## config.mk

```make
export PLATFORM = sky130hd
export DESIGN_NAME = scan_sequencer
export DESIGN_NICKNAME = d
export VERILOG_FILES = /design/src/rtl/scan_seq_pkg.sv /design/src/rtl/scan_sequencer_step_prescaler.sv /design/src/rtl/scan_sequencer.sv
export SDC_FILE = /design/constraint.sdc
export NUM_CORES = 1
export LEC_CHECK = 0
export ABC_CLOCK_PERIOD_IN_PS = 1800
export BUFFER_PORTS_ARGS = -buffer_cell sky130_fd_sc_hd__buf_2
export CORE_MARGIN = 1.5
export CORE_UTILIZATION = 50
export CTS_BUF_LIST = sky130_fd_sc_hd__clkbuf_8
export DETAILED_ROUTE_END_ITERATION = 10
export PLACE_DENSITY_LB_ADDON = 0.12
export SLEW_MARGIN = 10
export SYNTH_ARGS = -nofsm -noshare
export SYNTH_HDL_FRONTEND = slang
export SYNTH_SLANG_ARGS = --single-unit
export TNS_END_PERCENT = 20
```

## constraint.sdc

```tcl
create_clock -name clk -period 1.8 [get_ports clk]
set_clock_uncertainty 0.05 [all_clocks]
set_input_delay 0.09 -clock clk [delete_from_list [all_inputs] [get_ports clk]]
set_output_delay 0.09 -clock clk [all_outputs]
set_load 0.005 [all_outputs]
```

## src/rtl/scan_seq_pkg.sv

```systemverilog
// Shared types and address map for the LED-driver control ROM sequencer.
package scan_seq_pkg;

    localparam int unsigned ADDR_W = 7;

    typedef enum logic [1:0] {
        IDLE = 2'd0,
        SCAN = 2'd1,
        MODE = 2'd2
    } state_e;

    localparam logic [ADDR_W-1:0] SCAN_FIRST = 7'd0;
    localparam logic [ADDR_W-1:0] SCAN_LAST  = 7'd63;
    localparam logic [ADDR_W-1:0] MODE_FIRST = 7'd64;
    localparam logic [ADDR_W-1:0] MODE_LAST  = 7'd127;

endpackage : scan_seq_pkg

```

## src/rtl/scan_sequencer_step_prescaler.sv

```systemverilog
// Divides clk by DIV into a one-clock step strobe, registered and aligned to count DIV-1.
module step_prescaler #(
    parameter int unsigned DIV = 4
) (
    input  logic clk,
    input  logic reset_n,
    output logic step_o
);

    localparam int unsigned    CNT_W   = $clog2(DIV);
    localparam logic [CNT_W-1:0] CNT_MAX = CNT_W'(DIV - 1);

    logic [CNT_W-1:0] cnt_q;
    logic [CNT_W-1:0] cnt_d;
    logic             step_d;

    // Strobe is precomputed from the next count so it is high exactly while cnt_q == DIV-1.
    always_comb begin
        cnt_d  = (cnt_q == CNT_MAX) ? '0 : cnt_q + CNT_W'(1);
        step_d = (cnt_d == CNT_MAX);
    end

    always_ff @(posedge clk) begin
        if (!reset_n) begin
            cnt_q  <= '0;
            step_o <= 1'b0;
        end else begin
            cnt_q  <= cnt_d;
            step_o <= step_d;
        end
    end

endmodule : step_prescaler

```

## src/rtl/scan_sequencer.sv

```systemverilog
// Walks control-ROM addresses for row scan passes and on-demand mode passes.
// Optional step prescaler enabled by defining SCAN_SEQ_PRESCALE_EN.
module scan_sequencer
    import scan_seq_pkg::*;
#(
    parameter  int unsigned NUM_ROWS = 16,
    parameter  int unsigned DIV      = 4,
    localparam int unsigned ROW_W    = (NUM_ROWS > 1) ? $clog2(NUM_ROWS) : 1
) (
    input  logic              clk,
    input  logic              reset_n,
    input  logic              run,
    input  logic              mode_req,
    output logic [ADDR_W-1:0] addr,
    output logic [ROW_W-1:0]  row,
    output logic              row_done,
    output logic              frame_start,
    output logic              mode_busy,
    output logic              mode_done
);

    localparam logic [ROW_W-1:0] ROW_MAX = ROW_W'(NUM_ROWS - 1);

    if (DIV < 2 || DIV > 256) begin : g_bad_div
        $error("scan_sequencer: DIV must be within 2..256");
    end

    logic step;

`ifdef SCAN_SEQ_PRESCALE_EN
    step_prescaler #(
        .DIV (DIV)
    ) u_step_prescaler (
        .clk     (clk),
        .reset_n (reset_n),
        .step_o  (step)
    );
`else
    assign step = 1'b1;
`endif

    state_e            state_q, state_d;
    logic [ADDR_W-1:0] addr_q, addr_d;
    logic [ROW_W-1:0]  row_q, row_d;
    logic              pending_q, pending_d;
    logic              busy_q, busy_d;
    logic              row_done_q, row_done_d;
    logic              frame_start_q, frame_start_d;
    logic              mode_done_q, mode_done_d;

    always_ff @(posedge clk) begin
        if (!reset_n) begin
            state_q       <= IDLE;
            addr_q        <= MODE_LAST;
            row_q         <= '0;
            pending_q     <= 1'b0;
            busy_q        <= 1'b0;
            row_done_q    <= 1'b0;
            frame_start_q <= 1'b0;
            mode_done_q   <= 1'b0;
        end else begin
            state_q       <= state_d;
            addr_q        <= addr_d;
            row_q         <= row_d;
            pending_q     <= pending_d;
            busy_q        <= busy_d;
            row_done_q    <= row_done_d;
            frame_start_q <= frame_start_d;
            mode_done_q   <= mode_done_d;
        end
    end

    always_comb begin
        state_d       = state_q;
        addr_d        = addr_q;
        row_d         = row_q;
        pending_d     = pending_q;
        busy_d        = busy_q;
        row_done_d    = 1'b0;
        frame_start_d = 1'b0;
        mode_done_d   = 1'b0;

        // Requests are latched on any clock; one outstanding request at most.
        if (mode_req && !busy_q) begin
            pending_d = 1'b1;
            busy_d    = 1'b1;
        end

        if (step) begin
            unique case (state_q)
                IDLE: begin
                    if (pending_q) begin
                        state_d = MODE;
                        addr_d  = MODE_FIRST;
                    end else if (run) begin
                        state_d = SCAN;
                        addr_d  = SCAN_FIRST;
                    end
                end
                SCAN: begin
                    if (addr_q != SCAN_LAST) begin
                        addr_d = addr_q + ADDR_W'(1);
                    end else begin
                        row_done_d = 1'b1;
                        if (row_q == ROW_MAX) begin
                            row_d         = '0;
                            frame_start_d = 1'b1;
                        end else begin
                            row_d = row_q + ROW_W'(1);
                        end
                        // Pass boundary: a request latched on this very clock waits one more pass.
                        if (pending_q) begin
                            state_d = MODE;
                            addr_d  = MODE_FIRST;
                        end else if (!run) begin
                            state_d = IDLE;
                            addr_d  = MODE_LAST;
                        end else begin
                            addr_d = SCAN_FIRST;
                        end
                    end
                end
                MODE: begin
                    if (addr_q != MODE_LAST) begin
                        addr_d = addr_q + ADDR_W'(1);
                    end else begin
                        pending_d   = 1'b0;
                        busy_d      = 1'b0;
                        mode_done_d = 1'b1;
                        if (run) begin
                            state_d = SCAN;
                            addr_d  = SCAN_FIRST;
                        end else begin
                            state_d = IDLE;
                        end
                    end
                end
                default: begin
                    state_d = IDLE;
                    addr_d  = MODE_LAST;
                end
            endcase
        end
    end

    assign addr        = addr_q;
    assign row         = row_q;
    assign row_done    = row_done_q;
    assign frame_start = frame_start_q;
    assign mode_busy   = busy_q;
    assign mode_done   = mode_done_q;

endmodule : scan_sequencer

```

==> metrics.txt, run 1 <==
endpoints failing setup 0; crit start category flip-flop; hold crit path type input pin to flip-flop; Remaining Overflow, GRT 0; port buffer count 18; setup total negative slack 0 ps; DRC viols 0; total number of vias approximately 920; Period minus WS final 1632 ps; core area 1764 µm²; Fill cells around 170; dpl hpwl between 1500 and 2000 µm; synthesis-to-layout area growth 21.56%; final net count 149; gr usage total 21.25%; Max clock buf depth 2; final slew viol count 0; CP Class flip-flop to flip-flop; VDD IR-drop max roughly 0.00060 V; multi-input logic area 576.8 µm²; DP Cell Count roughly 160; Synth cell types 37; post-synthesis register bit count 18; RSZ-0062 raised after global routing no; mapped cell area 963.4 µm²; final hold vios 0; synth warn 0; Routed Antenna Nets 0; Worst slew margin between 70 and 80%; Worst Reg-to-Reg Cells 5; Synth async-reset ratio 0%; register area share after synthesis approximately 37%; CTS tree done; crit-path max FO 6; Post-synth EDFFs 0; DIE AREA 2199 µm²; outcome finished, final reports clean; Lkg Pwr between 0.5 and 0.6 nW; Hold Slack approximately 13 ps; Worst setup EP type flip-flop; Post-synth top flop dfxtp_1; Antenna Cells 0; Initial DRT Pass Iterations 5; Non-Filler Instances 166; WP data required 1880 ps; Mapped Cells 115; Die Span X ~47 µm; crit share post-route between 90% and 100%; Fmax about 0.61 GHz; CTS Root Cell clkbuf_8; site row count 15; pin count of the biggest net entering global routing 10; Top Ports 19; number of H-tree levels 1; clk sinks 18; Placer Congestion between 0.8 and 0.9; Post-Syn Area per Cell about 8.4 µm²; FF+latch area around 360 µm²; Worst-Margin Slew around 410 ps; first-pass GRT wire length around 3400 µm; pwr/cell area between 1000 and 1500 nW/µm²; syn nets 121; max_cap viols 0; share of post-route cells with drive strength above 1 26.24%; wire per inst approximately 12 µm; TritonCTS Buffers 3; Hold Path Cell Cnt 3; Initial Utilization between 50% and 60%; vias in the first global route 764; most frequent cells in the layout dfxtp_1, buf_2, nor2_1, nand2_1, a21oi_1; antenna violations before repair 0; DR iter-0 viols 31; vias per inst ~5.6; hold_buf cts 0; clock slew at reported path FFs 60 ps; drt total wl 2022 µm; die height 46.90 µm; worst-skew pair later-pin latency 250 ps; critical path data arrival time between 1500 and 2000 ps
cells by family after synthesis:
family,Yosys count,synth area share [%]
and+or+nand+nor,50,27.92
xor gates and xnor gates,2,1.819
muxes,2,2.078
adders and majority gates,2,2.597
buffers and inverters,7,2.987
DFF,18,37.40
AOI/OAI and AO/OA,34,25.19
cells in the mapped netlist (2+ instances only):
library cell / instances / area [µm²]
a21boi_0: 2 / 15.01
a21oi_1: 9 / 45.04
a31oi_1: 4 / 25.02
and2_1: 2 / 12.51
buf_2: 2 / 10.01
dfxtp_1: 18 / 360.4
ha_1: 2 / 25.02
inv_1: 5 / 18.77
mux2i_1: 2 / 20.02
nand2_1: 10 / 37.54
nand2b_1: 2 / 12.51
nand3_1: 3 / 15.01
nor2_1: 16 / 60.06
nor3_1: 6 / 30.03
o21a_1: 3 / 22.52
o21ai_0: 3 / 15.01
o22ai_1: 4 / 25.02
or3_1: 2 / 12.51
xnor2_1: 2 / 17.52
what timing repair did:
action                                  4_1_cts  5_1_grt
setup buffers                                 0        0
hold endpoints to repair                      0        0
resized for setup                             0        1
endpoints found under the setup margin        0        2
metal layers:
metal | global-route usage (%) | up-vias | wire length, µm
li1 | - | 482 | -
met1 | 29.30 | 410 | 982
met2 | 33.70 | 29 | 943
met3 | 5.769 | 2 | 90
met4 | 3.889 | 0 | 6
met5 | 0 | - | 0
power breakdown:
group | switching (mW) | internal, mW
logic | 0.193 | 0.196
registers | 0.0785 | 0.446
clock network | 0.120 | 0.148
total | 0.392 | 0.790
registers in the layout, indices dropped and copies added, names as in the netlist:
register	flops
addr	7
mode_done	1
row	4
state_q	2
pending_q	1
frame_start	1
row_done	1
mode_busy	1
final cells by class:
type / count / area share (%)
Sequential cell: 18 / 30.77
Tap cell: 25 / 2.671
Clock buffer: 3 / 3.526
Timing Repair Buffer: 25 / 12.18
Multi-Input combinational cell: 90 / 49.25
Inverter: 5 / 1.603
path summary, 6_finish.rpt:
check / startpoint / to / slack [ps]
min: mode_req / mode_busy$_SDFF_PN0_ / 10
max reg2reg: addr[1]$_SDFF_PN1_ / addr[2]$_SDFF_PN1_ / 170
min reg2reg: mode_busy$_SDFF_PN0_ / mode_busy$_SDFF_PN0_ / 430
max: addr[1]$_SDFF_PN1_ / addr[2]$_SDFF_PN1_ / 170
stage by stage:
| step | area (µm²) | util (%) | setup slack, ps | power, mW |
|---|---|---|---|---|
| after floorplan | 963.4 | - | 130.5 | 0.7817 |
| after global placement | 1127 | 63.90 | 135.9 | 0.9090 |
| after detailed placement | 1127 | 63.90 | 102.8 | 0.9158 |
| after CTS | 1169 | 66.24 | 93.19 | 1.189 |
| after global routing | 1171 | 66.38 | 22.43 | 1.264 |
| final | 1171 | 66.38 | 168.0 | 1.181 |
worst max-delay path, stage by stage, from the launching register on:
cell     delay, ps
dfxtp_1        330
ha_2           220
and3_4         200
a31o_4         250
and2_4         140
a211o_2        330
No activity file was read; power rests on OpenSTA's default activity.
==> run 2, diff against run 1 <==
--- a/config.mk
+++ b/config.mk
@@ -9,10 +9,8 @@
 export BUFFER_PORTS_ARGS = -buffer_cell sky130_fd_sc_hd__buf_2
 export CORE_MARGIN = 1.5
 export CORE_UTILIZATION = 50
-export CTS_BUF_LIST = sky130_fd_sc_hd__clkbuf_8
 export DETAILED_ROUTE_END_ITERATION = 10
 export PLACE_DENSITY_LB_ADDON = 0.12
-export SLEW_MARGIN = 10
 export SYNTH_ARGS = -nofsm -noshare
 export SYNTH_HDL_FRONTEND = slang
 export SYNTH_SLANG_ARGS = --single-unit
==> run 2 against run 1 <==
Against the previous run: total power is 6.3% lower; largest cell class unchanged; critical path type unchanged; clock power is 28% lower; first-iteration DRC count is 23% lower; fmax is 0.23% lower; non-clock buffer count is 1 higher; sequential power hardly changed; wire length hardly changed; sequential share of layout area is 0.23 points higher.
==> metrics.txt, run 2 (synthesized netlist as in run 1, its figures left out) <==
dpl hpwl 1576 µm (unchanged); postcts setup bufs 0 (unchanged); Initial DRT Pass Iterations 4 (was 5); Hold Path Cell Cnt 2 (was 3); DR iter-0 viols 24 (was 31); crit start category flip-flop (unchanged); port buffer count 18 (unchanged); Max clock buf depth 2 (unchanged); CTS Root Cell clkbuf_4 (was clkbuf_8); synthesis-to-layout area growth 20.65% (was 21.56%); met3 global-route usage 5.769% (unchanged); antenna violations before repair 0 (unchanged); core area 1764 µm² (unchanged); vias in the first global route 775 (was 764); TritonCTS Buffers 3 (unchanged); routing usage on met2 34.25% (was 33.70%); Period minus WS final 1636 ps (was 1632 ps); RSZ-0062 raised after global routing no (unchanged); worst hold path endpoint row[3]$_SDFFE_PN0P_ (was mode_busy$_SDFF_PN0_); DRC viols 0 (unchanged); most frequent cells in the layout dfxtp_1, buf_2, nor2_1, nand2_1, a21oi_1 (unchanged); Die Span X 46.90 µm (unchanged); setup total negative slack 0 ps (unchanged); vias per inst 5.599 (was 5.560); crit share post-route 90.88% (was 90.67%); site row count 15 (unchanged); Routed Antenna Nets 0 (unchanged); final hold vios 0 (unchanged); max_cap viols 0 (unchanged); critical path data arrival time 1770 ps (was 1720 ps); Worst slew margin 71.02% (was 72.58%); CTS tree done (unchanged); clk sinks 18 (unchanged); pin count of the biggest net entering global routing 10 (unchanged); share of post-route cells with drive strength above 1 26.06% (was 26.24%); Remaining Overflow, GRT 0 (unchanged); wire per inst 12.12 µm (was 12.18 µm); Worst-Margin Slew 430.8 ps (was 407.6 ps); crit-path max FO 6 (unchanged); worst-skew pair later-pin latency 290 ps (was 250 ps); Placer Congestion 0.8714 (unchanged); number of H-tree levels 1 (unchanged); reg-to-reg startpoint addr[1]$_SDFF_PN1_ (unchanged); first-pass GRT wire length 3401 µm (was 3374 µm); Fmax 0.6113 GHz (was 0.6127 GHz); Antenna Cells 0 (unchanged); WP data required 1930 ps (was 1880 ps); global-route met1 utilization 29.30% (unchanged); outcome finished, final reports clean (unchanged); hold crit path type input pin to flip-flop (unchanged); gr usage total 21.41% (was 21.25%); Worst Reg-to-Reg Cells 5 (unchanged); CP Class flip-flop to flip-flop (unchanged); VDD IR-drop max 0.0005974 V (was 0.0005980 V); endpoints failing setup 0 (unchanged); total number of vias 935 (was 923); DIE AREA 2199 µm² (unchanged); most crowded layer after global routing met2 (unchanged); final slew viol count 0 (unchanged); Initial Utilization 54.61% (unchanged); number of flip-flops in the largest register 7 (unchanged); pwr/cell area 952.1 nW/µm² (was 1009 nW/µm²); Worst setup EP type flip-flop (unchanged); Lkg Pwr 0.5008 nW (was 0.5043 nW); final net count 150 (was 149); R2R Setup Slk 160 ps (was 170 ps); Worst Hold Launch reset_n (was mode_req); die height 46.90 µm (unchanged); clock slew at reported path FFs 100 ps (was 60 ps); worst flop-to-flop path endpoint addr[2]$_SDFF_PN1_ (unchanged); Top Ports 19 (unchanged); Hold Slack 19.01 ps (was 13.41 ps); drt total wl 2024 µm (was 2022 µm)
## run 2: changes by cell type in the layout (fill, tap and decap cells not counted), sizes merged
cell / before / now
dlygate4sd3: 0 / 1
## run 2: worst max-delay path by stage
stage,start,to,slack [ps],depth (start not counted)
final,addr[1]$_SDFF_PN1_,addr[2]$_SDFF_PN1_,160,5
after floorplan,addr[0]$_SDFF_PN1_,addr[1]$_SDFF_PN1_,130,5
after global routing,addr[1]$_SDFF_PN1_,addr[3]$_SDFF_PN1_,20,5
after detailed placement,addr[1]$_SDFF_PN1_,addr[1]$_SDFF_PN1_,100,5
after CTS,addr[1]$_SDFF_PN1_,addr[1]$_SDFF_PN1_,90,5
after global placement,addr[1]$_SDFF_PN1_,addr[1]$_SDFF_PN1_,140,5
## run 2: area by class of cell
cell class,count,area [µm²]
sequential,18,360.3
tap,25,31.28
timing repair buffer,26,152.6
inverter,5,18.77
fill,174,601.8
clock buffer,3,22.52
multi-input combinational,90,576.8
## run 2: layer usage
metal / part of all wire, % / vias up
li1: - / 485
met1: 47 / 416
met2: 46 / 32
met3: 6.0 / 2
met4: 0.40 / 0
met5: 0 / -
## run 2: per-stage QoR
step	power, mW	cell area, µm²	util [%]	worst slack, ps	cells
after CTS	1.113	1160	65.74	88.99	167
after detailed placement	0.9158	1127	63.90	102.8	163
after floorplan	0.7817	963.4	-	130.5	115
after global placement	0.9090	1127	63.90	135.9	163
after global routing	1.187	1162	65.89	17.20	167
final	1.107	1162	65.89	164.2	167
## run 2: repair_timing
item | CTS | global route
gates resized for setup | 0 | 1
hold endpoints to repair | 2 | 0
setup endpoints to repair | 0 | 2
hold buffers | 1 | 0
## run 2: report_power, final
part	switching [mW]	total (mW)	internal [mW]	leakage, nW
clock network	0.115	0.193	0.0778	0.0138
registers	0.0792	0.524	0.445	0.148
logic	0.192	0.389	0.197	0.339
## run 2: critical path, cell delays in order (launching register included)
cell and delay [ps]:
dfxtp_1 350, ha_2 220, and3_4 200, a31o_4 250, and2_4 140, a211o_2 330
==> run 3, diff against run 2 <==
--- a/config.mk
+++ b/config.mk
@@ -5,6 +5,7 @@
 export SDC_FILE = /design/constraint.sdc
 export NUM_CORES = 1
 export LEC_CHECK = 0
+export ABC_AREA = 1
 export ABC_CLOCK_PERIOD_IN_PS = 1800
 export BUFFER_PORTS_ARGS = -buffer_cell sky130_fd_sc_hd__buf_2
 export CORE_MARGIN = 1.5
==> run 3 against run 2 <==
Against the previous run: fmax up 6.3%; total power up 17%; sequential share of layout area down 3.0 points; combinational power up 32%; critical path type unchanged; critical endpoint is now row[3]$_SDFFE_PN0P_; largest cell class unchanged; largest power group unchanged.
==> metrics.txt, run 3 <==
outcome finished, final reports clean (unchanged); vias per inst 5.204 (was 5.599); global-route met1 utilization 26.39% (was 29.30%); first-pass GRT wire length 4195 µm (was 3401 µm); hold_buf cts 1 (unchanged); CP max stage delay 440 ps (was 350 ps); endpoints failing setup 0 (unchanged); met3 global-route usage 5.357% (was 5.769%); quantity of gates resized following cts 0 (unchanged); clk sinks 18 (unchanged); dpl hpwl 1946 µm (was 1576 µm); number of flip-flops in the largest register 7 (unchanged); Worst-Margin Slew 284.1 ps (was 430.8 ps); clock share of power 19.5% (was 17.4%); Switch Pwr 0.5368 mW (was 0.3867 mW); CTS tree done (unchanged); Max clock buf depth 2 (unchanged); critical path data arrival time 1690 ps (was 1770 ps); antenna violations before repair 0 (unchanged); Die Span X 50.25 µm (was 46.90 µm); sw frac 41.41% (was 34.94%); share of post-route cells with drive strength above 1 24.34% (was 26.06%); most crowded layer after global routing met2 (unchanged); worst-skew pair later-pin latency 300 ps (was 290 ps); number of H-tree levels 1 (unchanged); Synth cell types 26 (was 37); worst flop-to-flop path endpoint row[3]$_SDFFE_PN0P_ (was addr[2]$_SDFF_PN1_); wire per inst 11.69 µm (was 12.12 µm); post-synth top area share 32.29% (was 37.40%); worst hold path endpoint row[0]$_SDFFE_PN0P_ (was row[3]$_SDFFE_PN0P_); reg-to-reg startpoint addr[0]$_SDFF_PN1_ (was addr[1]$_SDFF_PN1_); Initial Utilization 55.20% (was 54.61%); final slew viol count 0 (unchanged); Seq pwr share 40.8% (was 47.4%); syn nets 172 (was 121); DR iter-0 viols 33 (was 24); Initial DRT Pass Iterations 4 (unchanged); Post-Syn Area per Cell 6.723 µm² (was 8.378 µm²); clock slew at reported path FFs 100 ps (about the same); final net count 196 (was 150); Antenna Cells 0 (unchanged); VDD IR-drop max 0.0005992 V (was 0.0005974 V); R2R Setup Slk 260 ps (was 160 ps); die height 50.25 µm (was 46.90 µm); hold crit path type input pin to flip-flop (unchanged); WP data required 1950 ps (was 1930 ps); crit-path cells ha_1 > nand3_2 > nor2_4 > nand2_4 > o21ai_2 > nor2_1 (was ha_2 > and3_4 > a31o_4 > and2_4 > a211o_2); post-synth top area cell dfxtp_1 (unchanged); vias in the first global route 975 (was 775); fin util 63.61% (was 65.89%); RSZ-0062 raised after global routing no (unchanged); Worst Hold Launch reset_n (unchanged); pwr/cell area 1008 nW/µm² (was 952.1 nW/µm²); Hold Path Cell Cnt 3 (was 2); Fmax 0.6496 GHz (was 0.6113 GHz); DIE AREA 2525 µm² (was 2199 µm²); most numerous cell in the Yosys netlist nand2_1 (was dfxtp_1); Period minus WS final 1539 ps (was 1636 ps); port buffer count 18 (unchanged); largest cells by area after synthesis dfxtp_1, nand2_1, nand3_1, nor2_1, inv_1 (was dfxtp_1, nor2_1, a21oi_1, nand2_1, nor3_1); Post-synth EDFFs 0 (unchanged); crit start category flip-flop (unchanged); crit-path max FO 6 (unchanged); drt total wl 2525 µm (was 2024 µm); post-synthesis register bit count 18 (unchanged); synth warn 0 (unchanged); Routed Antenna Nets 0 (unchanged); commonest non-fill, non-tap cell in the layout nand2_1; gr usage total 21.79% (was 21.41%); Worst Reg-to-Reg Cells 6 (was 5); setup total negative slack 0 ps (unchanged); postcts setup bufs 0 (unchanged); TritonCTS Buffers 3 (unchanged); DRC viols 0 (unchanged); routing usage on met2 37.50% (was 34.25%); Post-synth top flop dfxtp_1 (unchanged); total number of vias 1124 (was 935); Top Ports 19 (unchanged); synthesis-to-layout area growth 15.25% (was 20.65%); Lkg Pwr 0.6850 nW (was 0.5008 nW); Pint 0.7594 mW (was 0.7200 mW); Remaining Overflow, GRT 0 (unchanged); Comb power frac 39.7% (was 35.2%); Worst setup EP type flip-flop (unchanged); slowest cell on the critical path dfxtp_1 (unchanged); Placer Congestion 0.9252 (was 0.8714); most frequent cells in the layout nand2_1, nand3_1, nor2_1, dfxtp_1, buf_2 (was dfxtp_1, buf_2, nor2_1, nand2_1, a21oi_1); CTS Root Cell clkbuf_4 (unchanged); register area share after synthesis 32.29% (was 37.40%); pin count of the biggest net entering global routing 11 (was 10); Mapped Cells 166 (was 115); site row count 16 (was 15); core area 2022 µm² (was 1764 µm²); Fill cells 202 (was 174); crit share post-route 85.52% (was 90.88%); CP Class flip-flop to flip-flop (unchanged); mapped cell area 1116 µm² (was 963.4 µm²); final hold vios 0 (unchanged); Worst slew margin 80.99% (was 71.02%); most frequent cells after synthesis nand2_1, nand3_1, nor2_1, dfxtp_1, inv_1 (was dfxtp_1, nor2_1, nand2_1, a21oi_1, nor3_1); Synth async-reset ratio 0% (unchanged); max_cap viols 0 (unchanged)
run 3: changes by cell type in the layout (fill, tap and decap cells not counted), sizes merged, moves of 4 or more:
cell | previous run | this run
inv | 5 | 19
buf | 25 | 18
nand2 | 10 | 56
nor3 | 6 | 1
nand3 | 3 | 21
o22ai | 4 | 0
a31oi | 4 | 0
nor2 | 16 | 27
run 3: cell type report:
class	instances	area, µm²	area share [%]
flip-flops and latches	18	360.3	28.02
inverters	19	71.32	5.545
clock buffers	4	36.28	2.821
well taps	27	33.78	2.626
repair buffers	19	100.1	7.782
multi-input cells	129	684.4	53.21
run 3: worst max path at each step:
stage                       start                   to  slack (ps)  cells past startpoint
4_1_cts        addr[1]$_SDFF_PN1_  row[3]$_SDFFE_PN0P_         280                      6
3_3_place_gp   addr[1]$_SDFF_PN1_  row[3]$_SDFFE_PN0P_         340                      6
6_report       addr[0]$_SDFF_PN1_  row[3]$_SDFFE_PN0P_         260                      6
5_1_grt        addr[1]$_SDFF_PN1_   addr[0]$_SDFF_PN1_         160                      7
2_1_floorplan  addr[0]$_SDFF_PN1_   addr[6]$_SDFF_PN1_         430                      8
3_5_place_dp   addr[0]$_SDFF_PN1_  row[3]$_SDFFE_PN0P_         300                      6
run 3: kinds of logic (layout without fill, tap and decap cells):
family / Yosys count / count (layout) / synth area share (%)
flip-flops: 18 / 18 / 32.29
XOR/XNOR: 3 / 3 / 2.355
AND/OR/NAND/NOR: 111 / 111 / 49.66
buffers and inverters: 19 / 42 / 6.390
AO/OA/AOI/OAI: 13 / 13 / 7.063
adder cells (fa/ha/maj): 2 / 2 / 2.242
run 3: through the flow:
stage	hold WS (ps)	total power, mW	worst slack [ps]	instances	instance area (µm²)
after detailed placement	305.5	1.049	296.5	211	1240
after global routing	30.14	1.394	163.0	216	1286
after global placement	273.2	1.037	344.3	211	1240
final	40.35	1.296	260.7	216	1286
after floorplan	169.4	0.9172	430.2	166	1116
after CTS	34.50	1.301	279.6	216	1286
run 3: per-layer routing:
layer  share of wire, %  wire length [µm]
met4               0.75                19
met5                  0                 0
met2                 48              1218
met3                5.6               141
met1                 45              1147
run 3: critical path: cells and delay by family (launching register included):
family                   cells  cell delay, ps
AO/OA/AOI/OAI                1             160
adder cells (fa/ha/maj)      1             270
flip-flops                   1             440
AND/OR/NAND/NOR              4             510
run 3: power by group through the flow:
stage | clock network (mW) | logic, mW | registers, mW
floorplan | 0 | 0.390 | 0.527
global placement | 0 | 0.505 | 0.532
detailed placement | 0 | 0.512 | 0.536
CTS | 0.259 | 0.516 | 0.527
global route | 0.279 | 0.578 | 0.537
finish | 0.252 | 0.515 | 0.529
